**src/rtl/instr_fetch_pkg.sv**
```systemverilog
// Shared types and helpers for the fetch stage: FSM state encoding, the
// decoder/ALU redirect bundle and the next-PC source selector.
package instr_fetch_pkg;

   typedef enum logic [1:0] {
      S_BOOT  = 2'd0,
      S_REQ   = 2'd1,
      S_WAIT  = 2'd2,
      S_ISSUE = 2'd3
   } fetch_state_t;

   typedef enum logic [1:0] {
      SEL_SEQ    = 2'd0,
      SEL_BRANCH = 2'd1,
      SEL_JUMP   = 2'd2,
      SEL_REG    = 2'd3
   } next_sel_t;

   localparam logic [31:0] PC_STEP    = 32'd4;
   localparam logic [31:0] WORD_MASK  = 32'hFFFF_FFFC;

   typedef struct packed {
      logic        reg_jump;
      logic [31:0] reg_target;
      logic        is_jump;
      logic [25:0] addr26;
      logic        is_branch;
      logic        branch_taken;
      logic [15:0] imm16;
   } redirect_t;

   function automatic logic [31:0] word_align(input logic [31:0] addr);
      return addr & WORD_MASK;
   endfunction

   // Branch offsets count words, so the sign-extended field is scaled by 4.
   function automatic logic [31:0] branch_offset(input logic [15:0] imm16);
      return {{14{imm16[15]}}, imm16, 2'b00};
   endfunction

endpackage

```
**src/rtl/instr_fetch_if.sv**
```systemverilog
// Instruction-memory request/response handshake between the fetch stage
// (master) and the instruction memory (slave).
interface instr_fetch_if;

   logic        imem_req_valid;
   logic        imem_req_ready;
   logic [31:0] imem_addr;
   logic        imem_resp_valid;
   logic [31:0] imem_resp_data;

   modport master (
      output imem_req_valid,
      output imem_addr,
      input  imem_req_ready,
      input  imem_resp_valid,
      input  imem_resp_data
   );

   modport slave (
      input  imem_req_valid,
      input  imem_addr,
      output imem_req_ready,
      output imem_resp_valid,
      output imem_resp_data
   );

endinterface

```
**src/rtl/instr_fetch_pc_next.sv**
```systemverilog
// Combinational next-PC selection: register jump, absolute jump, taken
// branch, or sequential, in that priority order.
module pc_next
   import instr_fetch_pkg::*;
(
   input  logic [31:0] pc_plus4,
   input  redirect_t   redirect,
   output logic [31:0] next_pc
);

   logic [31:0] jump_target;
   logic [31:0] branch_target;
   logic [31:0] reg_target_aligned;
   next_sel_t   sel;

   always_comb begin
      jump_target        = {pc_plus4[31:28], redirect.addr26, 2'b00};
      branch_target      = pc_plus4 + branch_offset(redirect.imm16);
      reg_target_aligned = word_align(redirect.reg_target);

      if (redirect.reg_jump) begin
         sel = SEL_REG;
      end else if (redirect.is_jump) begin
         sel = SEL_JUMP;
      end else if (redirect.is_branch && redirect.branch_taken) begin
         sel = SEL_BRANCH;
      end else begin
         sel = SEL_SEQ;
      end

      unique case (sel)
         SEL_REG:    next_pc = reg_target_aligned;
         SEL_JUMP:   next_pc = jump_target;
         SEL_BRANCH: next_pc = branch_target;
         default:    next_pc = pc_plus4;
      endcase
   end

endmodule

```
**src/rtl/instr_fetch.sv**
```systemverilog
// Fetch stage: owns the PC, fetches one word per instruction over the imem
// handshake and holds it in the instruction register for the decoder.
module instr_fetch
   import instr_fetch_pkg::*;
#(
   parameter logic [31:0] RESET_PC = 32'h0000_0000
) (
   input  logic          clk,
   input  logic          reset,
   instr_fetch_if.master imem,
   output logic [31:0]   instruction,
   output logic          instr_valid,
   output logic [31:0]   pc,
   output logic [31:0]   pc_plus4,
   input  logic          stall,
   input  logic          is_jump,
   input  logic [25:0]   addr26,
   input  logic          is_branch,
   input  logic          branch_taken,
   input  logic [15:0]   imm16,
   input  logic          reg_jump,
   input  logic [31:0]   reg_target,
   output logic [31:0]   fetch_count
);

   localparam logic [31:0] BOOT_PC = word_align(RESET_PC);

   fetch_state_t state;
   logic [31:0]  pc_q;
   logic [31:0]  instruction_q;
   logic [31:0]  count_q;
   logic         req_valid_q;
   logic         instr_valid_q;
   logic [31:0]  next_pc;
   redirect_t    redirect;

   assign redirect = '{
      reg_jump:     reg_jump,
      reg_target:   reg_target,
      is_jump:      is_jump,
      addr26:       addr26,
      is_branch:    is_branch,
      branch_taken: branch_taken,
      imm16:        imm16
   };

   assign pc_plus4 = pc_q + PC_STEP;

   pc_next u_pc_next (
      .pc_plus4 (pc_plus4),
      .redirect (redirect),
      .next_pc  (next_pc)
   );

   // Handshake flags are registered next to the state so they always match
   // the state they describe; redirects only matter when an issue retires.
   always_ff @(posedge clk) begin
      if (reset) begin
         state         <= S_BOOT;
         pc_q          <= BOOT_PC;
         instruction_q <= '0;
         count_q       <= '0;
         req_valid_q   <= 1'b0;
         instr_valid_q <= 1'b0;
      end else begin
         unique case (state)
            S_BOOT: begin
               state       <= S_REQ;
               req_valid_q <= 1'b1;
            end
            S_REQ: begin
               if (imem.imem_req_ready) begin
                  state       <= S_WAIT;
                  req_valid_q <= 1'b0;
               end
            end
            S_WAIT: begin
               if (imem.imem_resp_valid) begin
                  instruction_q <= imem.imem_resp_data;
                  state         <= S_ISSUE;
                  instr_valid_q <= 1'b1;
               end
            end
            S_ISSUE: begin
               if (!stall) begin
                  pc_q          <= next_pc;
                  count_q       <= count_q + 32'd1;
                  state         <= S_REQ;
                  instr_valid_q <= 1'b0;
                  req_valid_q   <= 1'b1;
               end
            end
            default: begin
               state         <= S_BOOT;
               req_valid_q   <= 1'b0;
               instr_valid_q <= 1'b0;
            end
         endcase
      end
   end

   assign imem.imem_req_valid = req_valid_q;
   assign imem.imem_addr      = pc_q;
   assign instruction         = instruction_q;
   assign instr_valid         = instr_valid_q;
   assign pc                  = pc_q;
   assign fetch_count         = count_q;

endmodule
```
**src/flat_wrapper.sv**
```systemverilog
// flat-port wrapper written by rule: the top's interface ports become plain ports
module instr_fetch_flat import instr_fetch_pkg::*;
#(
   parameter logic [31:0] RESET_PC = 32'h0000_0000
)
  (clk, reset, instruction, instr_valid, pc, pc_plus4, stall, is_jump, addr26, is_branch, branch_taken, imm16, reg_jump, reg_target, fetch_count, imem_imem_req_valid, imem_imem_addr, imem_imem_req_ready, imem_imem_resp_valid, imem_imem_resp_data);
  instr_fetch_if imem_i ();
  input  logic clk;
  input  logic reset;
  output logic [31:0] instruction;
  output logic instr_valid;
  output logic [31:0] pc;
  output logic [31:0] pc_plus4;
  input  logic stall;
  input  logic is_jump;
  input  logic [25:0] addr26;
  input  logic is_branch;
  input  logic branch_taken;
  input  logic [15:0] imm16;
  input  logic reg_jump;
  input  logic [31:0] reg_target;
  output logic [31:0] fetch_count;
  output wire logic [$bits(imem_i.imem_req_valid)-1:0] imem_imem_req_valid;
  output wire logic [$bits(imem_i.imem_addr)-1:0] imem_imem_addr;
  input wire logic [$bits(imem_i.imem_req_ready)-1:0] imem_imem_req_ready;
  input wire logic [$bits(imem_i.imem_resp_valid)-1:0] imem_imem_resp_valid;
  input wire logic [$bits(imem_i.imem_resp_data)-1:0] imem_imem_resp_data;
  assign imem_imem_req_valid = imem_i.imem_req_valid;
  assign imem_imem_addr = imem_i.imem_addr;
  assign imem_i.imem_req_ready = imem_imem_req_ready;
  assign imem_i.imem_resp_valid = imem_imem_resp_valid;
  assign imem_i.imem_resp_data = imem_imem_resp_data;
  instr_fetch #(.RESET_PC(RESET_PC)) u_core (.clk(clk), .reset(reset), .imem(imem_i), .instruction(instruction), .instr_valid(instr_valid), .pc(pc), .pc_plus4(pc_plus4), .stall(stall), .is_jump(is_jump), .addr26(addr26), .is_branch(is_branch), .branch_taken(branch_taken), .imm16(imm16), .reg_jump(reg_jump), .reg_target(reg_target), .fetch_count(fetch_count));
endmodule
```
**config.mk**
```make
export PLATFORM = sky130hd
export DESIGN_NAME = instr_fetch_flat
export DESIGN_NICKNAME = d
export VERILOG_FILES = /design/src/rtl/instr_fetch_pkg.sv /design/src/rtl/instr_fetch_if.sv /design/src/rtl/instr_fetch_pc_next.sv /design/src/rtl/instr_fetch.sv /design/src/flat_wrapper.sv
export SDC_FILE = /design/constraint.sdc
export NUM_CORES = 1
export LEC_CHECK = 0
export BUFFER_PORTS_ARGS = -buffer_cell sky130_fd_sc_hd__buf_2
export CAP_MARGIN = 20
export CORE_UTILIZATION = 45
export DETAILED_ROUTE_END_ITERATION = 8
export GPL_TIMING_DRIVEN = 0
export PLACE_DENSITY = 0.78
export SETUP_SLACK_MARGIN = 0.4
export SLEW_MARGIN = 20
export SYNTH_ARGS = -nofsm -noshare
export SYNTH_HDL_FRONTEND = slang
export SYNTH_SLANG_ARGS = --single-unit
```
**constraint.sdc**
```tcl
create_clock -name clk -period 2.95 [get_ports clk]
set_input_delay 0.59 -clock clk [delete_from_list [all_inputs] [get_ports clk]]
set_output_delay 0.59 -clock clk [all_outputs]
set_load 0.01 [all_outputs]
```
==> impl_results.md, run 1 <==
* Max VDD drop at 0.0002758 V
* Top cell type's share of synthesized area at 0.2826
* Layout cell share with drive strength beyond 1 at 0.4661
* Global-route wire length before repair at 41,380 um
* PD cells at 386.7 nW/um^2
* Main combinational cell family by area after synthesis: simple AND/OR/NAND/NOR gates
* CP cell instances: and4_1, and3_4, and2_4, buf_8, nand2_4, xnor2_4, ha_4, and4_4, nand2_2, a311o_1, a31oi_4, o21ai_4, or4_1, and3_4, o32ai_2
* Drt via density at 6.017
* Die X-Extent at 126.2 um
* Critical path arrival at 3.66 ns
* Critical path class: register to register
* Cell taking the most area after synthesis: dfxtp_1
* Maximum number of pins on one net before global-route repair at 21
* Crit-path slowest cell: or4_1
* Max Cap Viol at 0
* Fin cells at 1,500
* Run status: finished with violations
* # rows at 45
* Vias at 9,026
* Headroom to the max-slew limit at 0.4203
* Setup TNS at -5.238 ns
* Pwr Total at 4.258 mW
* Fin util at 0.7270
* Primary FF master, synth: dfxtp_1
* Mux cell area share after synthesis at 0.007569
* CTS tree: done
* Req. time, crit path at 3.23 ns
* Launching element type of the critical path: register
* Pre-Repair DR Iteration Count at 6
* Final Hold Fails at 0
* HP Class: register to register
* Worst Path Max Fanout at 5
* RSZ-0062 raised after global routing: true
* Post-Synth Adder-Cell Area at 0.06956
* FFs w/ async S/R, synth at 0
* Worst setup EP type: register
* Post-synthesis compound-gate area fraction at 0.2190
* Die Ht at 126.2 um
* I/O pin count at 277
* Detailed-placement wirelength estimate at 19,430 um
* Clock sink count at 98
* CTS buffer count at 9
* EDFF count, synth at 0
* #FFs+latches synth at 98
* R2R depth at 15
* Post-synthesis cell area at 6943 um^2
* Global route overflow at 0
* GPL Wtd Cong at 0.9680
* H-Tree Depth at 3
* Leak at 5.229 nW
* Failing checks: setup timing
* Maximum clock rate at 295.9 MHz
* Number of port buffers at 266
* Clock root cell: clkbuf_16
* WHS Path Cells at 2
* Minimum clock period at 3.380 ns
* Fin worst setup slack at -0.4295 ns
* Area growth syn-to-layout at 58.59%
* Final Max Slew Viols at 0
* Tcrit/Tclk final at 1.146
* CP max stage delay at 0.42 ns
* Initial antenna violation count at 1
* Core ar. at 15,150 um^2
* Slew @ Worst Pin at 0.8695 ns
* DRT iter0 DRCs at 1,042
* Max clock buf depth at 2
* Setup Viol. Count Final at 17
* Synth area leaders: dfxtp_1 28%, nand2_1 7.3%, ha_1 6.7%
* Bufs and invs on worst path at 1
* Post-layout nets at 1,459
* CTS clock-pin slew for the worst setup and hold paths at 0.08 ns
* Clk_lat worst skew at 0.36 ns
* Cell family with most CP delay: simple AND/OR/NAND/NOR gates
* Yosys cell types at 69
* Avg WL per Cell at 20.15 um
* Ys Warns at 0
* Critical Path Stages at 15
* Xor and xnor fraction of the mapped netlist area at 0.09912
* Cells after DPL at 1,390
* Most used cell, CP: and3_4
* Vias in the first global route at 7,994
* Post-Synthesis Cells at 931
* Sequential fraction of the synthesis area at 0.2826
* # DRC at 0
* Die ar. at 15,930 um^2
* Final WL at 30,220 um
* Tot GR Track Use at 0.3315
* Syn avg cell area at 7.457 um^2
* Post-DRT Antenna Nets at 0
* Simple-gate area share of the yosys netlist at 0.2442
* Final Skew at 0.01120 ns
* Starting Density at 0.4584
==> report_power, final <==
| group | leakage [nW] | switching [mW] | total [mW] | internal [mW] |
|---|---|---|---|---|
| clock | 0.150 | 0.629 | 1.24 | 0.610 |
| sequential | 0.809 | 0.0861 | 1.49 | 1.40 |
| combinational | 4.27 | 0.850 | 1.53 | 0.680 |
==> cell usage after synthesis, types with 2 or more instances <==
master and instances:
a2111oi_0 2, a211o_1 2, a211oi_1 11, a21o_1 17
a21oi_1 88, a221o_1 4, a221oi_1 2, a22oi_1 6
a31oi_1 12, and2_1 13, and3_1 17, and4_1 9
buf_1 7, buf_2 7, buf_4 38, clkbuf_1 30
dfxtp_1 98, ha_1 37, inv_1 19, mux2i_1 3
nand2_1 135, nand2b_1 4, nand3_1 37, nand3_2 2
nand4_1 16, nor2_1 98, nor2b_1 2, nor3_1 7
nor3_2 2, nor4_1 3, o211ai_1 4, o21a_1 4
o21ai_0 48, o21ai_1 7, o21bai_1 4, o221ai_1 4
o22ai_1 17, o31ai_1 2, o41ai_1 5, or3_1 5
xnor2_1 39, xor2_1 37
==> worst register-to-register path, cell delays in order, from the launching register on <==
cell and delay (ns):
dfxtp_4 0.35, and4_1 0.21, and3_4 0.26, and2_4 0.17, buf_8 0.13, nand2_4 0.07
xnor2_4 0.17, ha_4 0.29, and4_4 0.23, nand2_2 0.05, a311o_1 0.35, a31oi_4 0.24
o21ai_4 0.09, or4_1 0.42, and3_4 0.16, o32ai_2 0.10
==> area by class of cell <==
type	count	area, um^2
antenna	1	2.502
buffer	82	550.5
clock buffer	9	225.2
clock inverter	7	81.33
fill	1109	4135
inverter	21	78.83
multi-input combinational	735	5659
sequential	98	2036
tap	188	235.2
timing repair buffer	359	2142
==> timing repair <==
item	in CTS	in global routing
hold buffers	0	0
cloned	0	0
pin swaps	62	54
resized for setup	103	118
endpoints found under the setup margin	42	52
buffers inserted	56	37
==> layout by cell type (no fill, tap or decap), types with 8 or more instances in the layout <==
master | netlist | layout
a211oi_1 | 11 | 8
a21o_1 | 17 | 16
a21oi_1 | 88 | 72
a21oi_2 | 0 | 12
a31oi_1 | 12 | 9
and3_1 | 17 | 12
buf_2 | 7 | 259
buf_4 | 38 | 115
buf_6 | 0 | 30
clkbuf_1 | 30 | 24
clkbuf_16 | 0 | 9
dfxtp_1 | 98 | 75
dfxtp_4 | 0 | 18
ha_1 | 37 | 15
ha_4 | 0 | 16
inv_1 | 19 | 16
nand2_1 | 135 | 123
nand2_2 | 0 | 8
nand3_1 | 37 | 25
nand4_1 | 16 | 16
nor2_1 | 98 | 93
o21ai_0 | 48 | 40
o22ai_1 | 17 | 16
xnor2_1 | 39 | 17
xnor2_2 | 0 | 13
xnor2_4 | 0 | 9
xor2_1 | 37 | 29
==> kinds of logic (layout without fill, tap and decap cells) <==
| family | Yosys count | count (layout) |
|---|---|---|
| xor+xnor | 77 | 77 |
| buf+inv | 103 | 478 |
| other cells | 1 | 7 |
| compound gates | 248 | 248 |
| simple gates | 361 | 361 |
| mux | 5 | 5 |
| flops | 98 | 98 |
| fa+ha+maj | 38 | 38 |
==> path summary, 6_finish.rpt <==
kind,startpoint,end,slack [ns]
setup / recovery,u_core.imem.imem_addr[9]$_SDFFE_PP0P_,u_core.imem.imem_addr[28]$_SDFFE_PP0P_,-0.43
hold / removal,u_core.instruction[21]$_SDFFE_PP0P_,u_core.instruction[21]$_SDFFE_PP0P_,0.45
setup reg to reg,u_core.imem.imem_addr[9]$_SDFFE_PP0P_,u_core.imem.imem_addr[28]$_SDFFE_PP0P_,-0.43
hold reg to reg,u_core.instruction[21]$_SDFFE_PP0P_,u_core.instruction[21]$_SDFFE_PP0P_,0.45
==> stage by stage <==
stage	hold WS [ns]	instance area (um^2)	worst slack [ns]
floorplan	0.4798	7328	-0.1707
global placement	0.4395	8895	-0.6714
detailed placement	0.4448	8895	-0.6962
CTS	0.4555	10130	-0.3934
global route	0.4572	11010	-0.5270
finish	0.4521	11010	-0.4295
==> state kept, by name (all words and copies together) (netlist names) <==
signal                      count
u_core.fetch_count             32
u_core.instruction             32
u_core.imem.imem_addr          30
u_core.state                    2
u_core.imem.imem_req_valid      1
u_core.instr_valid              1
==> routing by layer <==
metal / part of all wire / wire length [um] / GRT usage / vias up
met5: 0.00043 / 13 / 0 / -
met4: 0.064 / 1930 / 0.1765 / 2
met3: 0.097 / 2940 / 0.07179 / 170
met2: 0.46 / 13760 / 0.5362 / 632
met1: 0.38 / 11580 / 0.4125 / 4218
li1: - / - / - / 4004
Note: power is estimated with default switching activity, not from simulation.
==> inputs of run 2 (changes only) <==
- ABC_AREA: unset -> 1
- PLACE_DENSITY: 0.78 -> 0.76
- SLEW_MARGIN: 20 -> unset
==> impl_results.md, run 2 <==
* Top cell type's share of synthesized area at 0.2479 (-0.03463)
* Run status: finished with violations
* WHS Path Cells at 2 (unchanged)
* Placed Area at 9699 um^2 (+9.0%)
* Clk_lat worst skew at 0.35 ns (about the same)
* Req. time, crit path at 3.16 ns (-0.07 ns)
* Pre-Repair DR Iteration Count at 8 (+2)
* Maximum clock rate at 325.4 MHz (+10%)
* Cell family with most CP delay: simple AND/OR/NAND/NOR gates
* Final WL at 31,190 um (+3.2%)
* Fin worst setup slack at -0.1228 ns (+0.3068 ns)
* Count leader, synth: nand2_1
* Starting Density at 0.4591 (+0.0006536)
* CTS buffer count at 9 (unchanged)
* Most frequent cells in the layout: 281 x nand2_1, 272 x buf_2, 144 x nor2_1
* Global routing usage on met1 at 0.3921 (-0.02039)
* Final Max Slew Viols at 0 (unchanged)
* Max VDD drop at 0.0005176 V (+88%)
* Drt via density at 5.380 (-11%)
* CP cell instances: nand2_2, nor3_2, nand2_2, nor2_1, nand2_1, xor2_2, inv_2, ha_4, nand2_2, nor2_4, inv_2, nor2_4, nand4_1, nand3_1, nand2_1, nand3_2, nand2_2, nand2_2, a21oi_1
* Yosys cell types at 49 (-29%)
* Bufs and invs on worst path at 2 (+1)
* CP max stage delay at 0.41 ns (about the same)
* Headroom to the max-slew limit at 0.4799 (+0.05959)
* DRT iter0 DRCs at 938 (-10%)
* Cells after DPL at 1,794 (+29%)
* Setup Viol. Count Final at 13 (-4)
* Fill cells at 1,460 (+32%)
* Vias in the first global route at 9,065 (+13%)
* Final Skew at 0.01172 ns (+0.0005209 ns)
* R2R depth at 19 (+4)
* Vias at 10,157 (+13%)
* I/O pin count at 277 (unchanged)
* Antenna cells at 0 (-1)
* Post-layout nets at 1,811 (+24%)
* Clock sink count at 98 (unchanged)
* Number of port buffers at 267 (+0.38%)
* Tot GR Track Use at 0.3224 (-0.009125)
* # rows at 48 (+6.7%)
* CTS clock-pin slew for the worst setup and hold paths at 0.08 ns (about the same)
* Fin cells at 1,888 (+26%)
* Minimum clock period at 3.073 ns (-0.3068 ns)
* H-Tree Depth at 3 (unchanged)
* RSZ-0062 raised after global routing: true
* Clock root cell: clkbuf_16
* Ys Warns at 0 (unchanged)
* Maximum number of pins on one net before global-route repair at 20 (-4.8%)
* EDFF count, synth at 0 (unchanged)
* Cell taking the most area after synthesis: dfxtp_1
* Post-DRT Antenna Nets at 0 (unchanged)
* # DRC at 0 (unchanged)
* Syn avg cell area at 6.101 um^2 (-18%)
* Post-Synthesis Cells at 1,297 (+39%)
* PD cells at 369.6 nW/um^2 (-4.4%)
* Setup TNS at -0.6333 ns (+4.605 ns)
* Layout cell share with drive strength beyond 1 at 0.4263 (-0.03972)
* Core ar. at 17,240 um^2 (+14%)
* Area growth syn-to-layout at 50.49%
* Initial antenna violation count at 0 (-1)
* Die ar. at 18,120 um^2 (+14%)
* Worst Path Max Fanout at 6 (+1)
* Met3 usage at 0.07958 (+0.007787)
* CTS tree: done
* Critical Path Stages at 19 (+4)
* Die Ht at 134.6 um (+6.6%)
* #FFs+latches synth at 98 (unchanged)
* Critical path arrival at 3.29 ns (-0.37 ns)
* Leak at 5.903 nW (+13%)
* Post-place setup slack at -0.4606 ns (+0.2356 ns)
* Busiest grt layer: met2
* Crit-path slowest cell: dfxtp_4
* Synth area leaders: dfxtp_1 25%, nand2_1 17%, nor2_1 8.1%
* Post-synthesis cell area at 7913 um^2 (+14%)
* Detailed-placement wirelength estimate at 23,390 um (+20%)
* # hold bufs at CTS at 0 (unchanged)
* Most used cell, CP: nand2_2
* Primary FF master, synth: dfxtp_1
* Slew @ Worst Pin at 0.7802 ns (-0.08939 ns)
* HP Class: register to register
* Avg WL per Cell at 16.52 um (-18%)
* Die X-Extent at 134.6 um (+6.6%)
* Critical path class: register to register
* Final Hold Fails at 0 (unchanged)
* Launching element type of the critical path: register
* Max clock buf depth at 2 (unchanged)
* Global-route wire length before repair at 45,570 um (+10%)
* Max Cap Viol at 0 (unchanged)
* Most common library cells after synthesis: 352 x nand2_1, 171 x nor2_1, 160 x inv_1
* Design Area, Final at 11,910 um^2 (+8.1%)
* Failing checks: setup timing
* Global route overflow at 0 (unchanged)
* Sequential fraction of the synthesis area at 0.2479 (-0.03463)
* Commonest non-fill, non-tap cell in the layout: nand2_1
* FFs w/ async S/R, synth at 0 (unchanged)
* Tcrit/Tclk final at 1.042 (-0.1040)
* Worst setup EP type: register
* GPL Wtd Cong at 0.9587 (-0.96%)
* Met2 Usage GRT at 0.5475 (+0.01126)
-- run 2: changes by cell type after synthesis, sizes merged, moves of 11 or more --
cell and delta:
a221oi +12, and2 -13, a211oi -11, o22ai -17
a21oi +12, nand3 +26, inv +142, a21o -14
and3 -17, nor3 +14, nor2 +86, nand2 +225
xnor2 -30, o21ai +19
-- run 2: through the flow --
| stage | utilization | power (mW) | hold WS [ns] |
|---|---|---|---|
| floorplan | - | 2.446 | 0.4729 |
| global placement | 0.5627 | 2.928 | 0.4480 |
| detailed placement | 0.5627 | 2.948 | 0.4584 |
| CTS | 0.6417 | 4.261 | 0.4705 |
| global route | 0.6908 | 4.641 | 0.4802 |
| finish | 0.6908 | 4.401 | 0.4658 |
-- run 2: what timing repair did --
| item | in CTS | in global routing |
|---|---|---|
| pin swaps | 66 | 64 |
| setup endpoints to repair | 40 | 44 |
| buffers inserted | 48 | 30 |
| resized for setup | 166 | 157 |
-- run 2: final cells by class --
class | instances | area (um^2) | area share
buffer | 74 | 439.2 | 0.03688
inverter | 163 | 618.1 | 0.05191
clock inverter | 7 | 68.82 | 0.005779
tap | 225 | 281.5 | 0.02364
multi-input combinational | 967 | 6241 | 0.5241
clock buffer | 9 | 225.2 | 0.01891
sequential | 98 | 2033 | 0.1707
timing repair buffer | 345 | 2001 | 0.1680
-- run 2: metal layers --
metal,routed length (um),vias up,share of wire
li1,-,4868,-
met2,14820,550,0.48
met4,1075,0,0.034
met3,3011,92,0.097
met5,0,-,0
met1,12280,4647,0.39
-- run 2: cell families (layout without fill, tap and decap cells) --
kind of cell	count (synthesis)	in the layout	synth area share
adders and majority gates	38	38	0.06104
xor gates and xnor gates	36	36	0.04080
AOI/OAI and AO/OA	211	211	0.1479
buffers and inverters	237	598	0.1316
other	1	6	0.0004739
and+or+nand+nor	676	676	0.3703
DFF	98	98	0.2479
-- run 2: path summary, 6_finish.rpt --
kind	start	endpoint	slack (ns)
max	u_core.imem.imem_addr[10]$_SDFFE_PP0P_	u_core.imem.imem_addr[21]$_SDFFE_PP0P_	-0.12
min	u_core.instr_valid$_SDFFE_PP0P_	u_core.instr_valid$_SDFFE_PP0P_	0.47
max reg2reg	u_core.imem.imem_addr[10]$_SDFFE_PP0P_	u_core.imem.imem_addr[21]$_SDFFE_PP0P_	-0.12
min reg2reg	u_core.instr_valid$_SDFFE_PP0P_	u_core.instr_valid$_SDFFE_PP0P_	0.47
-- run 2: power by group --
group / internal [mW] / total (mW) / switching (mW)
Clock: 0.596 / 1.16 / 0.562
Combinational: 0.689 / 1.68 / 0.994
Sequential: 1.45 / 1.56 / 0.106
Total: 2.74 / 4.40 / 1.66
-- run 2: worst min-delay path, delay by kind of cell (launching register included) --
| kind | cells | cell delay [ns] |
|---|---|---|
| AO/OA/AOI/OAI | 1 | 0.05 |
| flip-flops | 1 | 0.31 |
| AND/OR/NAND/NOR | 1 | 0.06 |
==> inputs of run 3 (changes only) <==
- PLACE_DENSITY: 0.76 -> unset
- PLACE_DENSITY_LB_ADDON: unset -> 0.3
- SKIP_CTS_REPAIR_TIMING: unset -> 1
==> impl_results.md, run 3 (synthesized netlist as in run 2, its figures left out) <==
* Post-layout nets at 1,790 (-1.2%)
* Worst Path Max Fanout at 4 (-2)
* Clock root cell: clkbuf_16
* I/O pin count at 277 (unchanged)
* Area growth syn-to-layout at 46.49%
* Maximum number of pins on one net before global-route repair at 18 (-10%)
* Core ar. at 17,240 um^2 (unchanged)
* RSZ-0062 raised after global routing: true
* Fin worst setup slack at -0.01208 ns (+0.1107 ns)
* Req. time, crit path at 3.21 ns (+0.05 ns)
* Antenna cells at 0 (unchanged)
* Max Cap Viol at 0 (unchanged)
* Max clock buf depth at 2 (unchanged)
* DRT iter0 DRCs at 709 (-24%)
* Post-place setup slack at -0.3707 ns (+0.08994 ns)
* Slew @ Worst Pin at 0.7751 ns (-0.005076 ns)
* Max VDD drop at 0.0003490 V (-33%)
* Maximum clock rate at 337.6 MHz (+3.7%)
* Minimum clock period at 2.962 ns (-0.1107 ns)
* Post-DRT Antenna Nets at 0 (unchanged)
* Layout cell share with drive strength beyond 1 at 0.3934 (-0.03292)
* Critical path class: register to register
* Detailed-placement wirelength estimate at 23,340 um (-0.22%)
* Final Hold Fails at 0 (unchanged)
* Global route overflow at 0 (unchanged)
* Drt via density at 5.238 (-2.6%)
* Vias at 9,780 (-3.7%)
* Final Skew at 0.01185 ns (+0.0001353 ns)
* Commonest non-fill, non-tap cell in the layout: nand2_1
* Die X-Extent at 134.6 um (unchanged)
* Failing checks: setup timing
* Worst setup EP type: register
* Setup TNS at -0.03014 ns (+0.6031 ns)
* H-Tree Depth at 3 (unchanged)
* Global-route wire length before repair at 43,290 um (-5.0%)
* Tcrit/Tclk final at 1.004 (-0.03752)
* PD cells at 382.5 nW/um^2 (+3.5%)
* Vias in the first global route at 8,337 (-8.0%)
* Final Max Slew Viols at 0 (unchanged)
* Uppermost layer routed: met4
* Met1 WL at 13,080 um (+6.6%)
* Critical path arrival at 3.22 ns (-0.07 ns)
* Most frequent cells in the layout: 294 x nand2_1, 271 x buf_2, 141 x nor2_1
* Setup Viol. Count Final at 4 (-9)
* GPL Wtd Cong at 0.9794 (+2.2%)
* Clk_lat worst skew at 0.34 ns (about the same)
* Pre-Repair DR Iteration Count at 5 (-3)
* Headroom to the max-slew limit at 0.4833 (+0.003384)
* Die Ht at 134.6 um (unchanged)
* Clock sink count at 98 (unchanged)
* Met3 wire length at 2159 um (-28%)
* CTS tree: done
* CTS clock-pin slew for the worst setup and hold paths at 0.08 ns (about the same)
* Number of port buffers at 267 (unchanged)
* Initial antenna violation count at 0 (unchanged)
* Final WL at 30,070 um (-3.6%)
* R2R depth at 16 (-3)
* # DRC at 0 (unchanged)
* CTS buffer count at 9 (unchanged)
* Min Hold Slack at 0.4668 ns (+0.0009130 ns)
* Die ar. at 18,120 um^2 (unchanged)
* # rows at 48 (unchanged)
* WHS Path Cells at 2 (unchanged)
* Tot GR Track Use at 0.3089 (-0.01344)
* Starting Density at 0.4591 (unchanged)
* HP Class: register to register
* Met2 WL at 13,900 um (-6.2%)
* Avg WL per Cell at 16.10 um (-2.5%)
* Launching element type of the critical path: register
* Run status: finished with violations
* Leak at 5.807 nW (-1.6%)
==> run 3: cell types whose count changed in the layout (fill, tap and decap cells not counted), moves of 11 or more <==
| cell | change |
|---|---|
| a21oi_1 | +15 |
| nand2_1 | +13 |
| a21oi_2 | -13 |
| nand2_2 | -11 |
| nand3_1 | +11 |
| nand3_2 | -12 |
| buf_4 | -15 |
==> run 3: worst paths after layout <==
kind,startpoint,end,slack (ns)
worst max register to register,u_core.imem.imem_addr[8]$_SDFFE_PP0P_,u_core.imem.imem_addr[15]$_SDFFE_PP0P_,-0.01
worst min-delay path,u_core.instr_valid$_SDFFE_PP0P_,u_core.instr_valid$_SDFFE_PP0P_,0.47
worst max-delay path,u_core.imem.imem_addr[8]$_SDFFE_PP0P_,u_core.imem.imem_addr[15]$_SDFFE_PP0P_,-0.01
worst min register to register,u_core.instr_valid$_SDFFE_PP0P_,u_core.instr_valid$_SDFFE_PP0P_,0.47
==> run 3: layout make-up <==
cell class                      count  area [um^2]
Buffer                             74        439.2
Fill cell                        1561         5645
Clock inverter                      5        67.56
Sequential cell                    98         2028
Tap cell                          225        281.5
Clock buffer                       11        252.7
Timing Repair Buffer              324         1827
Multi-Input combinational cell    967         6080
Inverter                          163        615.6
==> run 3: report_power, final <==
part | switching (mW) | total [mW] | internal, mW
clock network | 0.542 | 1.26 | 0.718
logic | 0.947 | 1.60 | 0.657
registers | 0.114 | 1.57 | 1.46
total | 1.60 | 4.43 | 2.83
==> run 3: critical path, stage by stage, from the launching register on <==
cell and delay, ns:
dfxtp_4 0.38, clkinvlp_4 0.16, nor3_4 0.31, nand2_2 0.14
nor2_4 0.17, xor2_2 0.19, inv_2 0.10, ha_4 0.26
a21oi_4 0.17, nand2_2 0.12, a21oi_4 0.15, nand2_4 0.10
buf_6 0.14, a21oi_2 0.10, o21ai_1 0.08, a21o_1 0.18
a21oi_1 0.13
==> run 3: routing by layer <==
layer | vias to the layer above | global-route usage
met4 | 0 | 0.1042
met3 | 58 | 0.04542
met5 | - | 0
li1 | 4821 | -
met2 | 469 | 0.5043
met1 | 4432 | 0.4159
==> run 3: through the flow <==
| stage | instance area, um^2 | utilization | power, mW | cells |
|---|---|---|---|---|
| finish | 11590 | 0.6725 | 4.433 | 1867 |
| global route | 11590 | 0.6725 | 4.683 | 1867 |
| CTS | 10020 | 0.5813 | 4.214 | 1810 |
| detailed placement | 9699 | 0.5627 | 2.950 | 1794 |
| global placement | 9699 | 0.5627 | 2.932 | 1794 |
| floorplan | 8082 | - | 2.446 | 1302 |
